## src/rtl/usb_reg_fe_pkg.sv

```systemverilog
// Shared types and reset values for the USB register front-end.
// Used by usb_strobe_sync and usb_reg_fe_burst.
package usb_reg_fe_pkg;

    localparam int STATE_W = 3;

    typedef enum logic [STATE_W-1:0] {
        ST_IDLE    = 3'd0,
        ST_RD_WAIT = 3'd1,
        ST_RD_HOLD = 3'd2,
        ST_WR_HOLD = 3'd3,
        ST_TURN    = 3'd4
    } fe_state_t;

    localparam fe_state_t RST_STATE  = ST_IDLE;
    localparam logic      RST_STROBE = 1'b1;
    localparam logic      RST_ISOUT  = 1'b0;

endpackage

```

## src/rtl/usb_strobe_sync.sv

```systemverilog
// Multi-stage synchroniser for the host bus, with edge detection on the
// last stage of rdn/wrn (falling) and cen (rising).
module usb_strobe_sync
    import usb_reg_fe_pkg::*;
#(
    parameter int pSYNC_STAGES = 2,
    parameter int pADDR_WIDTH  = 21,
    parameter int pDATA_WIDTH  = 8
) (
    input  logic                   clk,
    input  logic                   rst,
    input  logic                   rdn,
    input  logic                   wrn,
    input  logic                   cen,
    input  logic [pADDR_WIDTH-1:0] addr,
    input  logic [pDATA_WIDTH-1:0] din,
    output logic                   rdn_s,
    output logic                   wrn_s,
    output logic                   cen_s,
    output logic [pADDR_WIDTH-1:0] addr_s,
    output logic [pDATA_WIDTH-1:0] din_s,
    output logic                   rdn_fall,
    output logic                   wrn_fall,
    output logic                   cen_rise
);

    localparam int W = 3 + pADDR_WIDTH + pDATA_WIDTH;
    // Strobes reset inactive so that leaving reset never fakes an edge.
    localparam logic [W-1:0] RST_VEC = {{3{RST_STROBE}}, {(W-3){1'b0}}};

    logic [pSYNC_STAGES-1:0][W-1:0] pipe_r;
    logic [2:0]                     prev_r;

    // Synchroniser chain plus previous-value register for edge detection
    always_ff @(posedge clk) begin
        if (rst) begin
            pipe_r <= {pSYNC_STAGES{RST_VEC}};
            prev_r <= {3{RST_STROBE}};
        end else begin
            pipe_r <= {pipe_r[pSYNC_STAGES-2:0], {rdn, wrn, cen, addr, din}};
            prev_r <= pipe_r[pSYNC_STAGES-1][W-1 -: 3];
        end
    end

    assign {rdn_s, wrn_s, cen_s, addr_s, din_s} = pipe_r[pSYNC_STAGES-1];
    assign rdn_fall = prev_r[2] & ~rdn_s;
    assign wrn_fall = prev_r[1] & ~wrn_s;
    assign cen_rise = ~prev_r[0] & cen_s;

endmodule

```

## src/rtl/usb_reg_fe_burst.sv

```systemverilog
// USB host parallel bus to register-strobe front-end (usb_clk domain).
// Define USB_REG_FE_BURST_EN for burst mode: address latched once per cen-low window, byte counter auto-increments.
module usb_reg_fe_burst
    import usb_reg_fe_pkg::*;
#(
    parameter int pADDR_WIDTH    = 21,
    parameter int pBYTECNT_SIZE  = 7,
    parameter int pDATA_WIDTH    = 8,
    parameter int pREG_RDDLY_LEN = 3,
    parameter int pSYNC_STAGES   = 2
) (
    input  logic                                 usb_clk,
    input  logic                                 rst,
    input  logic [pDATA_WIDTH-1:0]               usb_din,
    output logic [pDATA_WIDTH-1:0]               usb_dout,
    output logic                                 usb_isout,
    input  logic [pADDR_WIDTH-1:0]               usb_addr,
    input  logic                                 usb_rdn,
    input  logic                                 usb_wrn,
    input  logic                                 usb_cen,
    input  logic                                 usb_alen,
    output logic [pADDR_WIDTH-pBYTECNT_SIZE-1:0] reg_address,
    output logic [pBYTECNT_SIZE-1:0]             reg_bytecnt,
    output logic [pDATA_WIDTH-1:0]               reg_datao,
    input  logic [pDATA_WIDTH-1:0]               reg_datai,
    output logic                                 reg_read,
    output logic                                 reg_write,
    output logic                                 reg_addrvalid
);

    localparam int CNT_W = (pREG_RDDLY_LEN > 1) ? $clog2(pREG_RDDLY_LEN) : 1;
    localparam logic [CNT_W-1:0] CNT_LAST = CNT_W'(pREG_RDDLY_LEN - 1);

    logic                   rdn_s, wrn_s, cen_s;
    logic                   rdn_fall, wrn_fall, cen_rise;
    logic [pADDR_WIDTH-1:0] addr_s;
    logic [pDATA_WIDTH-1:0] din_s;
    logic                   rd_go_s, wr_go_s;
    logic                   unused_s;
    fe_state_t              state_r;
    logic [CNT_W-1:0]       dly_r;

    assign unused_s = usb_alen;

    usb_strobe_sync #(
        .pSYNC_STAGES (pSYNC_STAGES),
        .pADDR_WIDTH  (pADDR_WIDTH),
        .pDATA_WIDTH  (pDATA_WIDTH)
    ) u_sync (
        .clk      (usb_clk),
        .rst      (rst),
        .rdn      (usb_rdn),
        .wrn      (usb_wrn),
        .cen      (usb_cen),
        .addr     (usb_addr),
        .din      (usb_din),
        .rdn_s    (rdn_s),
        .wrn_s    (wrn_s),
        .cen_s    (cen_s),
        .addr_s   (addr_s),
        .din_s    (din_s),
        .rdn_fall (rdn_fall),
        .wrn_fall (wrn_fall),
        .cen_rise (cen_rise)
    );

    // Access start decode; a write may also start while the bus is turning around
    always_comb begin
        rd_go_s = 1'b0;
        wr_go_s = 1'b0;
        if (!cen_s && state_r == ST_IDLE) begin
            rd_go_s = rdn_fall & wrn_s;
            wr_go_s = wrn_fall & rdn_s;
        end else if (!cen_s && state_r == ST_TURN) begin
            wr_go_s = wrn_fall & rdn_s;
        end else begin
            rd_go_s = 1'b0;
            wr_go_s = 1'b0;
        end
    end

    // Main control FSM with registered strobes, bus direction and read data
    always_ff @(posedge usb_clk) begin
        if (rst) begin
            state_r       <= RST_STATE;
            dly_r         <= '0;
            reg_read      <= 1'b0;
            reg_write     <= 1'b0;
            reg_addrvalid <= 1'b0;
            reg_datao     <= '0;
            usb_dout      <= '0;
            usb_isout     <= RST_ISOUT;
        end else begin
            reg_read      <= rd_go_s;
            reg_write     <= wr_go_s;
            reg_addrvalid <= ~cen_s;
            if (wr_go_s) begin
                reg_datao <= din_s;
            end
            if (cen_rise) begin
                state_r   <= ST_IDLE;
                dly_r     <= '0;
                usb_isout <= 1'b0;
            end else begin
                case (state_r)
                    ST_IDLE: begin
                        if (rd_go_s) begin
                            state_r   <= ST_RD_WAIT;
                            dly_r     <= '0;
                            usb_isout <= 1'b1;
                        end else if (wr_go_s) begin
                            state_r <= ST_WR_HOLD;
                        end
                    end
                    ST_RD_WAIT: begin
                        if (dly_r == CNT_LAST) begin
                            usb_dout <= reg_datai;
                            state_r  <= ST_RD_HOLD;
                        end else begin
                            dly_r <= dly_r + CNT_W'(1);
                        end
                    end
                    ST_RD_HOLD: begin
                        if (rdn_s) begin
                            state_r <= ST_TURN;
                            dly_r   <= '0;
                        end
                    end
                    ST_WR_HOLD: begin
                        if (wrn_s) begin
                            state_r <= ST_IDLE;
                        end
                    end
                    ST_TURN: begin
                        if (wr_go_s) begin
                            usb_isout <= 1'b0;
                            state_r   <= ST_WR_HOLD;
                        end else if (dly_r == CNT_LAST) begin
                            usb_isout <= 1'b0;
                            state_r   <= ST_IDLE;
                        end else begin
                            dly_r <= dly_r + CNT_W'(1);
                        end
                    end
                    default: begin
                        state_r   <= ST_IDLE;
                        usb_isout <= 1'b0;
                    end
                endcase
            end
        end
    end

`ifdef USB_REG_FE_BURST_EN
    logic load_pending_r;

    // Burst addressing: latch on first access of a cen-low window, then count bytes
    always_ff @(posedge usb_clk) begin
        if (rst) begin
            reg_address    <= '0;
            reg_bytecnt    <= '0;
            load_pending_r <= 1'b1;
        end else if (cen_s) begin
            load_pending_r <= 1'b1;
        end else if (rd_go_s || wr_go_s) begin
            if (load_pending_r) begin
                {reg_address, reg_bytecnt} <= addr_s;
                load_pending_r             <= 1'b0;
            end else begin
                reg_bytecnt <= reg_bytecnt + pBYTECNT_SIZE'(1);
            end
        end
    end
`else
    // Per-access addressing straight from the synchronised host address
    always_ff @(posedge usb_clk) begin
        if (rst) begin
            reg_address <= '0;
            reg_bytecnt <= '0;
        end else if (rd_go_s || wr_go_s) begin
            {reg_address, reg_bytecnt} <= addr_s;
        end
    end
`endif

endmodule
```

## config.mk

```make
export PLATFORM = sky130hd
export DESIGN_NAME = usb_reg_fe_burst
export DESIGN_NICKNAME = d
export VERILOG_FILES = /design/src/rtl/usb_reg_fe_pkg.sv /design/src/rtl/usb_strobe_sync.sv /design/src/rtl/usb_reg_fe_burst.sv
export SDC_FILE = /design/constraint.sdc
export NUM_CORES = 1
export LEC_CHECK = 0
export BUFFER_PORTS_ARGS = -buffer_cell sky130_fd_sc_hd__buf_2
export CORE_ASPECT_RATIO = 0.8
export CORE_UTILIZATION = 50
export CTS_CLUSTER_SIZE = 14
export DETAILED_ROUTE_END_ITERATION = 8
export PLACE_DENSITY = 0.81
export REMOVE_ABC_BUFFERS = 1
export SYNTH_ARGS = -nofsm -noshare
export SYNTH_HDL_FRONTEND = slang
export SYNTH_HIERARCHICAL = 1
export SYNTH_SLANG_ARGS = --single-unit
```

## constraint.sdc

```tcl
create_clock -name usb_clk -period 4.2 [get_ports usb_clk]
set_input_delay 0.63 -clock usb_clk [delete_from_list [all_inputs] [get_ports usb_clk]]
set_output_delay 0.63 -clock usb_clk [all_outputs]
set_load 0.05 [all_outputs]
```

---- Yosys cells after proc, flatten, opt, wreduce, memory -nomap -nowiden ----
Index checks and enable logic that the tools add are counted.
cells by class
  add/subtract/negate cells ............... 1
  equal/unequal tests ..................... 12
  multiplexer cells ....................... 20
  bitwise gates (word level) .............. 11
  reduce and logical (&&, ||, !) cells .... 12
operators with widths
  operator                                                         count
  3-bit two-way mux                                                7
  3-bit one-hot mux with 5 select lines                            1
  2-bit two-way mux                                                4
  2-bit one-hot mux with 4 select lines                            1
  3-bit by 2-bit == test with 1-bit output, second input constant  2
  1-bit two-way mux                                                6
  2-bit != test, second input constant                             3
  1-bit NOT                                                        6
  3-bit AND reduction                                              2
  1-bit AND                                                        5
  5-bit AND reduction                                              1
  2-bit by 1-bit != test with 1-bit output, second input constant  2
  4-bit AND reduction                                              1
  4-bit nonzero test                                               1
  3-bit by 1-bit == test with 1-bit output, second input constant  1
  3-bit == test, second input constant                             1
  3-bit logical NOT                                                1
  3-bit by 2-bit != test with 1-bit output, second input constant  1
  3-bit != test, second input constant                             1
  1-bit one-hot mux with 3 select lines                            1
  3-bit OR reduction                                               1
  2-bit by 1-bit adder with 2-bit output, second input constant    1
  2-bit == test, second input constant                             1
  1-bit logical AND                                                2
  3 further kinds                                                  3
word-level totals
  flip-flop bits (word level) ............. 113
  input bits .............................. 43
  output and inout bits ................... 41
  logic and storage cells ................. 69

---- Logic depth before layout (Yosys ltp) ----
Gate-level depths: netlist of run 1.
  depth after elaboration ................. 8
  mapped depth ............................ 7
  gate-level depth less buffers ........... 6

---- Cells and area by module ----
The synthesis of run 1 kept the hierarchy.
modules (own cells, without submodules)
  module            instances  cells each  area each (um2)  sequential area each (um2)
  usb_strobe_sync   1          173         2044.5           1341.3
  usb_reg_fe_burst  1          221         1918.1           920.9

---- Worst setup path after synthesis of run 1 ----
Ideal clock, no wire load.
  path type ............................... in2reg
  start ................................... in rst
  end ..................................... reg state_r[1]
  library setup time ...................... 0.072 ns
  arrival ................................. 1.414 ns
  data required time ...................... 4.128 ns
  path slack .............................. 2.714 ns
  stages .................................. 6
  path buffers ............................ 2
  cell sequence ........................... clkbuf_1 > or2_2 > buf_2 > nor2_1 > o211ai_1 > mux2i_1
on the way
  longest elaborated chain between the ends .. 1
ends and longest elaborated chain
  item                          RTL line                 source
  from (decl)                   usb_reg_fe_burst.sv:13   input logic rst,
  2-bit OR reduction (no line)  n/a
  to (signal assigned)          usb_reg_fe_burst.sv:85   state_r <= RST_STATE;
  to (signal assigned)          usb_reg_fe_burst.sv:101  state_r <= ST_IDLE;
  to (signal assigned)          usb_reg_fe_burst.sv:108  state_r <= ST_RD_WAIT;
  to (decl)                     usb_reg_fe_burst.sv:40   fe_state_t state_r;
No other way between the ends.
A chain may end at the register's enable or synchronous reset.

---- Worst setup path in the final report of run 1 ----
  start ................................... reg u_sync.pipe_r (netlist bit u_sync/rdn_s)
  end ..................................... reg reg_address[8]
on the way
  longest elaborated chain between the ends .. 5
  elaborated cells between the ends (all ways) .. 8
  classes of those cells .................. mux (3); bitwise (4); reduce/logical (1)
ends and longest elaborated chain
  item                    RTL line                 source
  from (decl)             usb_strobe_sync.sv:31    logic [pSYNC_STAGES-1:0][W-1:0] pipe_r;
  from (signal assigned)  usb_strobe_sync.sv:37    pipe_r <= {pSYNC_STAGES{RST_VEC}};
  from (signal assigned)  usb_strobe_sync.sv:40    pipe_r <= {pipe_r[pSYNC_STAGES-2:0], {rdn, wrn, cen, addr, din}};
  1-bit NOT               usb_strobe_sync.sv:46    assign rdn_fall = prev_r[2] & ~rdn_s;
  1-bit AND               usb_strobe_sync.sv:46
  named net rdn_fall      usb_reg_fe_burst.sv:35   logic rdn_fall, wrn_fall, cen_rise;
  1-bit AND               usb_reg_fe_burst.sv:72   rd_go_s = rdn_fall & wrn_s;
  1-bit two-way mux       usb_reg_fe_burst.sv:71   if (!cen_s && state_r == ST_IDLE) begin
  1-bit logical OR        usb_reg_fe_burst.sv:180  end else if (rd_go_s || wr_go_s) begin
  to (signal assigned)    usb_reg_fe_burst.sv:181  {reg_address, reg_bytecnt} <= addr_s;
  to (decl)               usb_reg_fe_burst.sv:22   output logic [pADDR_WIDTH-pBYTECNT_SIZE-1:0] reg_address,
The timed path passes the listed nets, and every way through them passes these cells.

==> flow_summary_export.csv, run 1 <==
group,metric,value,unit
clocking,postCtsHoldBufs,0,
route,dr.first_iter.drc_count,54,
clocking,clock-root-buffer,"clkbuf_8",
placed_design,hpwl,4050,µm
pwr,power,2710,µW
run_status,outcome,"finished, final reports clean",
global_routing,grt_pass1_vias,2372,
critical_path,critPathSlowestCell,"dfxtp_1",
final_layout,nets,489,
critical_path,crit_path_end_kind,"flop",
critical_path,critPathMaxStageDelay,0.54,ns
hold_path,holdPathStages,2,
global_routing,grtUsageTotal,17.1,%
clocking,cts_num_sinks,113,
synthesis,synth_area_leaders,"dfxtp_1 57%, nor2b_1 9.6%, nand2_1 6.1%",
pwr,pwr_density_cell,575,nW/µm²
synthesis,ys_ff_latch,113,
route,firstDrtPassIters,5,
sta,fin_crit_sh,44.0,%
critical_path,reg2reg_slack,2.35,ns
critical_path,rr_startpoint,"u_sync/rdn_s",
critical_path,cp_top_family,"compound AO/OA/AOI/OAI gates",
floorplanning,io-pin-count,84,
placed_design,portBuffers,82,
critical_path,worstPathCellList,"nor2b_1 -> and4bb_4 -> o21ai_4 -> nand2_1 -> a21oi_1",
floorplanning,dieArea,8290,µm²
final_layout,layout-drive-gt1-share,27.5,%
final_layout,utilization,62.6,%
clocking,post_cts_resized,0,
pwr,vdd_drop_max,0.000337,V
route,vias_per_cell,4.64,
sta,tns,0,ns
global_routing,antenna_found_initial,0,
synthesis,yosysTopAreaCellShare,57.1,%
global_routing,grt-ovfl-total,0,
synthesis,synth_area,3960,µm²
pwr,p_leak,0.00194,µW
critical_path,start_kind,"flop",
floorplanning,die_y,81.6,µm
clocking,numCtsBuffers,17,
sta,grt_setup_unrepaired,"no",
critical_path,cp_max_fo,22,
floorplanning,num_rows,28,
synthesis,ys_types,34,
floorplanning,start_util,52.6,%
sta,max_freq,541,MHz
synthesis,syn_inst,394,
clocking,cts_buffer_depth,2,
synthesis,syn_avg_cell_area,10.1,µm²
global_routing,grt_first_pass_wirelength,10600,µm
sta,slew_headroom,34.0,%
hold_path,min_from,"usb_cen",
sta,fin_worst_skew,0.00636,ns
critical_path,path_buf_inv,0,
synthesis,yosysTopAreaCell,"dfxtp_1",
hold_path,hp-class,"in -> reg",
job,drv_cap,0,
route,ant_nets,0,
route,drcViolationCount,0,
clocking,cts_tree,"done",
critical_path,crit_type,"reg -> reg",
clocking,clock_latency,0.50,ns
floorplanning,coreArea,7530,µm²
synthesis,ys_seq_area_share,57.1,%
sta,tightestPinTransition,0.990,ns
placed_design,place_congestion,0.838,
sta,period_minus_slack,1.85,ns
critical_path,r2r_cells,5,
sta,finalSetupViolCount,0,
clocking,cts_setup_buffers,0,
sta,report.final.slew_viol_count,0,
global_routing,grt_max_degree,110,
synthesis,yosysWarningCount,6,
final_layout,layout_common_cells,"113 x dfxtp_1, 81 x buf_2, 64 x nand2_1",
final_layout,syn2layout_area_growth,19.0,%
hold_path,worstHoldEndpoint,"u_sync/pipe_r[29]",
final_layout,antenna_cells,0,
sta,hold_viol_final,0,
clocking,clk_pin_slew,0.06,ns
clocking,cts.htree.levels,4,
route,routed_wirelength,6660,µm
critical_path,cp_data_arrival_time,2.28,ns
critical_path,cp.required,4.63,ns
route,wl_per_cell,11.8,µm
final_layout,final_common_cell,"dfxtp_1",
floorplanning,die_w,102,µm
critical_path,r2r_end,"reg_address[8]",
route,vias,2612,
[power by group]
part           internal [µW]  leakage [µW]  switching [µW]
sequential              1110      0.000925            40.5
combinational           84.1      0.000744            99.6
clock                    865      0.000275             510
[how the worst max path moves through the flow]
stage | from | end | slack (ns) | depth (start not counted)
2_1_floorplan | dly_r[0] | usb_dout[0] | 2.70 | 6
3_3_place_gp | rst | state_r[1] | 2.12 | 5
3_5_place_dp | rst | state_r[1] | 2.09 | 5
4_1_cts | u_sync/rdn_s | reg_address[7] | 2.31 | 5
5_1_grt | u_sync/rdn_s | reg_address[0] | 2.16 | 5
6_report | u_sync/rdn_s | reg_address[8] | 2.35 | 5
[kinds of logic (layout without fill, tap and decap cells)]
| group | after synthesis | after routing | share of synthesized area [%] |
|---|---|---|---|
| AND/OR/NAND/NOR | 167 | 167 | 22.5 |
| flip-flops | 113 | 113 | 57.1 |
| buffers and inverters | 52 | 116 | 9.57 |
| AO/OA/AOI/OAI | 49 | 49 | 7.48 |
| multiplexers | 10 | 10 | 2.53 |
| adder cells (fa/ha/maj) | 2 | 2 | 0.600 |
| XOR/XNOR | 1 | 1 | 0.221 |
[flip-flops by register name, summed over array words and instances (netlist names)]
signal	flops
reg_read	1
reg_write	1
reg_datao	8
u_sync/din_s	8
u_sync/pipe_r	32
u_sync/addr_s	21
u_sync/rdn_s	1
reg_address	14
state_r	3
usb_dout	8
usb_isout	1
u_sync/prev_r	3
dly_r	2
reg_addrvalid	1
reg_bytecnt	7
u_sync/cen_s	1
u_sync/wrn_s	1
[synthesized netlist by cell type]
master / n
nand4bb_4: 1
buf_4: 31
clkbuf_1: 5
o2bb2ai_2: 1
inv_1: 2
o21ai_0: 3
nand2_1: 64
nor3b_1: 2
nor2_2: 1
o21ai_4: 1
mux2i_1: 10
o21ai_1: 2
or2_4: 1
xnor2_1: 1
buf_2: 6
a21oi_4: 1
ha_1: 1
or2_2: 1
or2_1: 9
nor3_1: 4
and4bb_4: 1
nor2_1: 16
and3b_4: 1
o211ai_1: 3
dfxtp_1: 113
nand3_1: 3
and3_1: 1
a2bb2oi_1: 1
maj3_2: 1
a211oi_2: 1
buf_6: 8
a21oi_1: 36
nand3b_4: 1
nor2b_1: 61
[metal layers]
layer  track usage [%]  vias to the layer above  part of all wire (%)
met5                 0                        -                     0
met4              10.3                        0                   1.7
met3              4.94                       12                   4.7
met2              28.9                       83                    48
met1              19.4                     1179                    46
li1                  -                     1338                     -
[per-stage QoR]
step	hold slack [ns]	cells	area, µm²	setup WS, ns
finish	0.299	563	4720	2.35
global route	0.293	563	4720	2.16
CTS	0.279	563	4720	2.31
detailed placement	0.391	531	4140	2.09
global placement	0.387	531	4140	2.12
floorplan	0.383	344	3590	2.70
[cell type report]
class | count | area, µm²
Clock buffer | 18 | 428
Clock inverter | 14 | 153
Fill cell | 610 | 2820
Inverter | 2 | 7.51
Multi-Input combinational cell | 229 | 1320
Sequential cell | 113 | 2260
Tap cell | 105 | 131
Timing Repair Buffer | 82 | 413
Power figures use the tool's default switching activity.
==> run 2, diff against run 1 <==
- CORE_UTILIZATION: 50 -> 48
- clock period: 4.2 -> 1.49 ns (I/O delays scaled with it)
==> run 2 against run 1 <==
  * Cell area rose by 14%
  * Wire length rose by 14%
  * Register-to-register slack got worse by 2.3 ns
  * Via count rose by 8.4%
  * Maximum frequency rose by 31%
  * Clock-buffer cell count did not move
  * Core utilization rose by 4.8 points
  * Sequential share of layout area fell by 5.9 points
==> flow_summary_export.csv, run 2 (synthesis gave the netlist of run 1 again) <==
group,metric,value,unit
sta,hold_viol_final,0,
clocking,cts_buffer_depth,2,
floorplanning,num_rows,29,
route,wl_per_cell,12.2,µm
global_routing,antenna_found_initial,0,
sta,holdWs,0.143,ns
global_routing,grt-ovfl-total,0,
floorplanning,die_y,83.3,µm
final_layout,final_area,5380,µm²
clocking,cts.htree.levels,4,
placed_design,dp_slack,-0.00701,ns
critical_path,crit_type,"reg -> reg",
final_layout,stdcell_count,622,
critical_path,cp_data_arrival_time,1.78,ns
final_layout,final_common_cell,"dfxtp_1",
placed_design,dp.cells,550,
critical_path,start_kind,"flop",
floorplanning,start_util,49.6,%
placed_design,place_congestion,0.808,
clocking,numCtsBuffers,17,
sta,finalSetupViolCount,0,
final_layout,largest_reg_flops,32,
global_routing,grt_first_pass_wirelength,12400,µm
final_layout,top_register,"u_sync/pipe_r",
pwr,vdd_drop_max,0.00105,V
final_layout,layout_common_cells,"111 x dfxtp_1, 81 x buf_2, 64 x nand2_1",
route,firstDrtPassIters,4,
critical_path,cp_max_fo,8,
job,drv_cap,0,
sta,tightestPinTransition,0.458,ns
floorplanning,dieArea,8630,µm²
sta,max_freq,709,MHz
final_layout,layout-drive-gt1-share,30.0,%
route,ant_nets,0,
global_routing,grt_max_degree,58,
clocking,clk_pin_slew,0.06,ns
floorplanning,coreArea,7980,µm²
final_layout,antenna_cells,0,
placed_design,hpwl,4610,µm
global_routing,grt_use_met1,21.6,%
sta,report.final.slew_viol_count,0,
placed_design,place_area,4310,µm²
sta,fin_ws,0.0799,ns
placed_design,portBuffers,82,
route,drcViolationCount,0,
clocking,clock_latency,0.50,ns
sta,grt_setup_unrepaired,"no",
run_status,outcome,"finished, final reports clean",
clocking,cts_tree,"done",
route,vias_per_cell,4.55,
final_layout,syn2layout_area_growth,35.7,%
route,dr.first_iter.drc_count,93,
critical_path,cp.required,1.86,ns
final_layout,nets,545,
global_routing,met3_usage,5.97,%
floorplanning,die_w,104,µm
clocking,cts_num_sinks,113,
global_routing,grtUsageTotal,18.5,%
pwr,pwr_density_cell,1490,nW/µm²
route,vias,2831,
hold_path,hp-class,"in -> reg",
sta,period_minus_slack,1.41,ns
pwr,power,7990,µW
global_routing,use_met2,31.6,%
sta,fin_crit_sh,94.6,%
pwr,p_leak,0.00223,µW
sta,fin_worst_skew,0.00499,ns
global_routing,grt.busiest_layer,"met2",
floorplanning,io-pin-count,84,
route,routed_wirelength,7570,µm
global_routing,grt_pass1_vias,2701,
sta,slew_headroom,69.5,%
critical_path,crit_path_end_kind,"flop",
clocking,clock-root-buffer,"clkbuf_8",
clocking,cts_setup_buffers,0,
==> run 2: area by class of cell <==
cell class,count,area (µm²)
fill,625,2610
sequential,113,2260
multi-input combinational,229,1370
timing repair buffer,138,991
clock buffer,18,428
clock inverter,14,180
tap,108,135
inverter,2,7.51
==> run 2: per-stage QoR <==
| step | setup TNS (ns) | utilization, % |
|---|---|---|
| finish | 0 | 67.4 |
| global route | 0 | 67.4 |
| CTS | 0 | 66.7 |
| detailed placement | -0.0135 | 54.0 |
| global placement | 0 | 54.0 |
| floorplan | -0.0787 | - |
==> run 2: metal layers <==
metal  part of all wire (%)  vias up
met5                      0        -
met4                    1.3        0
met3                    4.6       13
met2                     49       68
met1                     45     1295
li1                       -     1455
==> run 2: power breakdown <==
group / switching [µW] / internal (µW)
clock network: 1430 / 2610
registers: 79.5 / 3140
logic: 349 / 387
==> run 2: what timing repair did <==
item | 4_1_cts | 5_1_grt
setup endpoints to repair | 4 | 35
resized for setup | 3 | 13
hold buffers | 40 | 0
pin swaps | 1 | 2
hold endpoints to repair | 40 | 0
==> run 2: critical path, stage by stage, from the launching register on <==
cell and delay, ns:
dfxtp_2 0.33, inv_2 0.06, ha_4 0.13, nor3b_2 0.15, and3_4 0.21, buf_12 0.13, mux2i_4 0.22, nor2_1 0.06
==> run 2: worst paths after layout <==
path | from | to | slack (ns) | cells past startpoint
setup / recovery | dly_r[0] | usb_dout[6] | 0.08 | 7
hold / removal | rst | dly_r[1] | 0.14 | 3
setup reg to reg | dly_r[0] | usb_dout[6] | 0.08 | 7
hold reg to reg | u_sync/pipe_r[31] | u_sync/rdn_s | 0.40 | 1
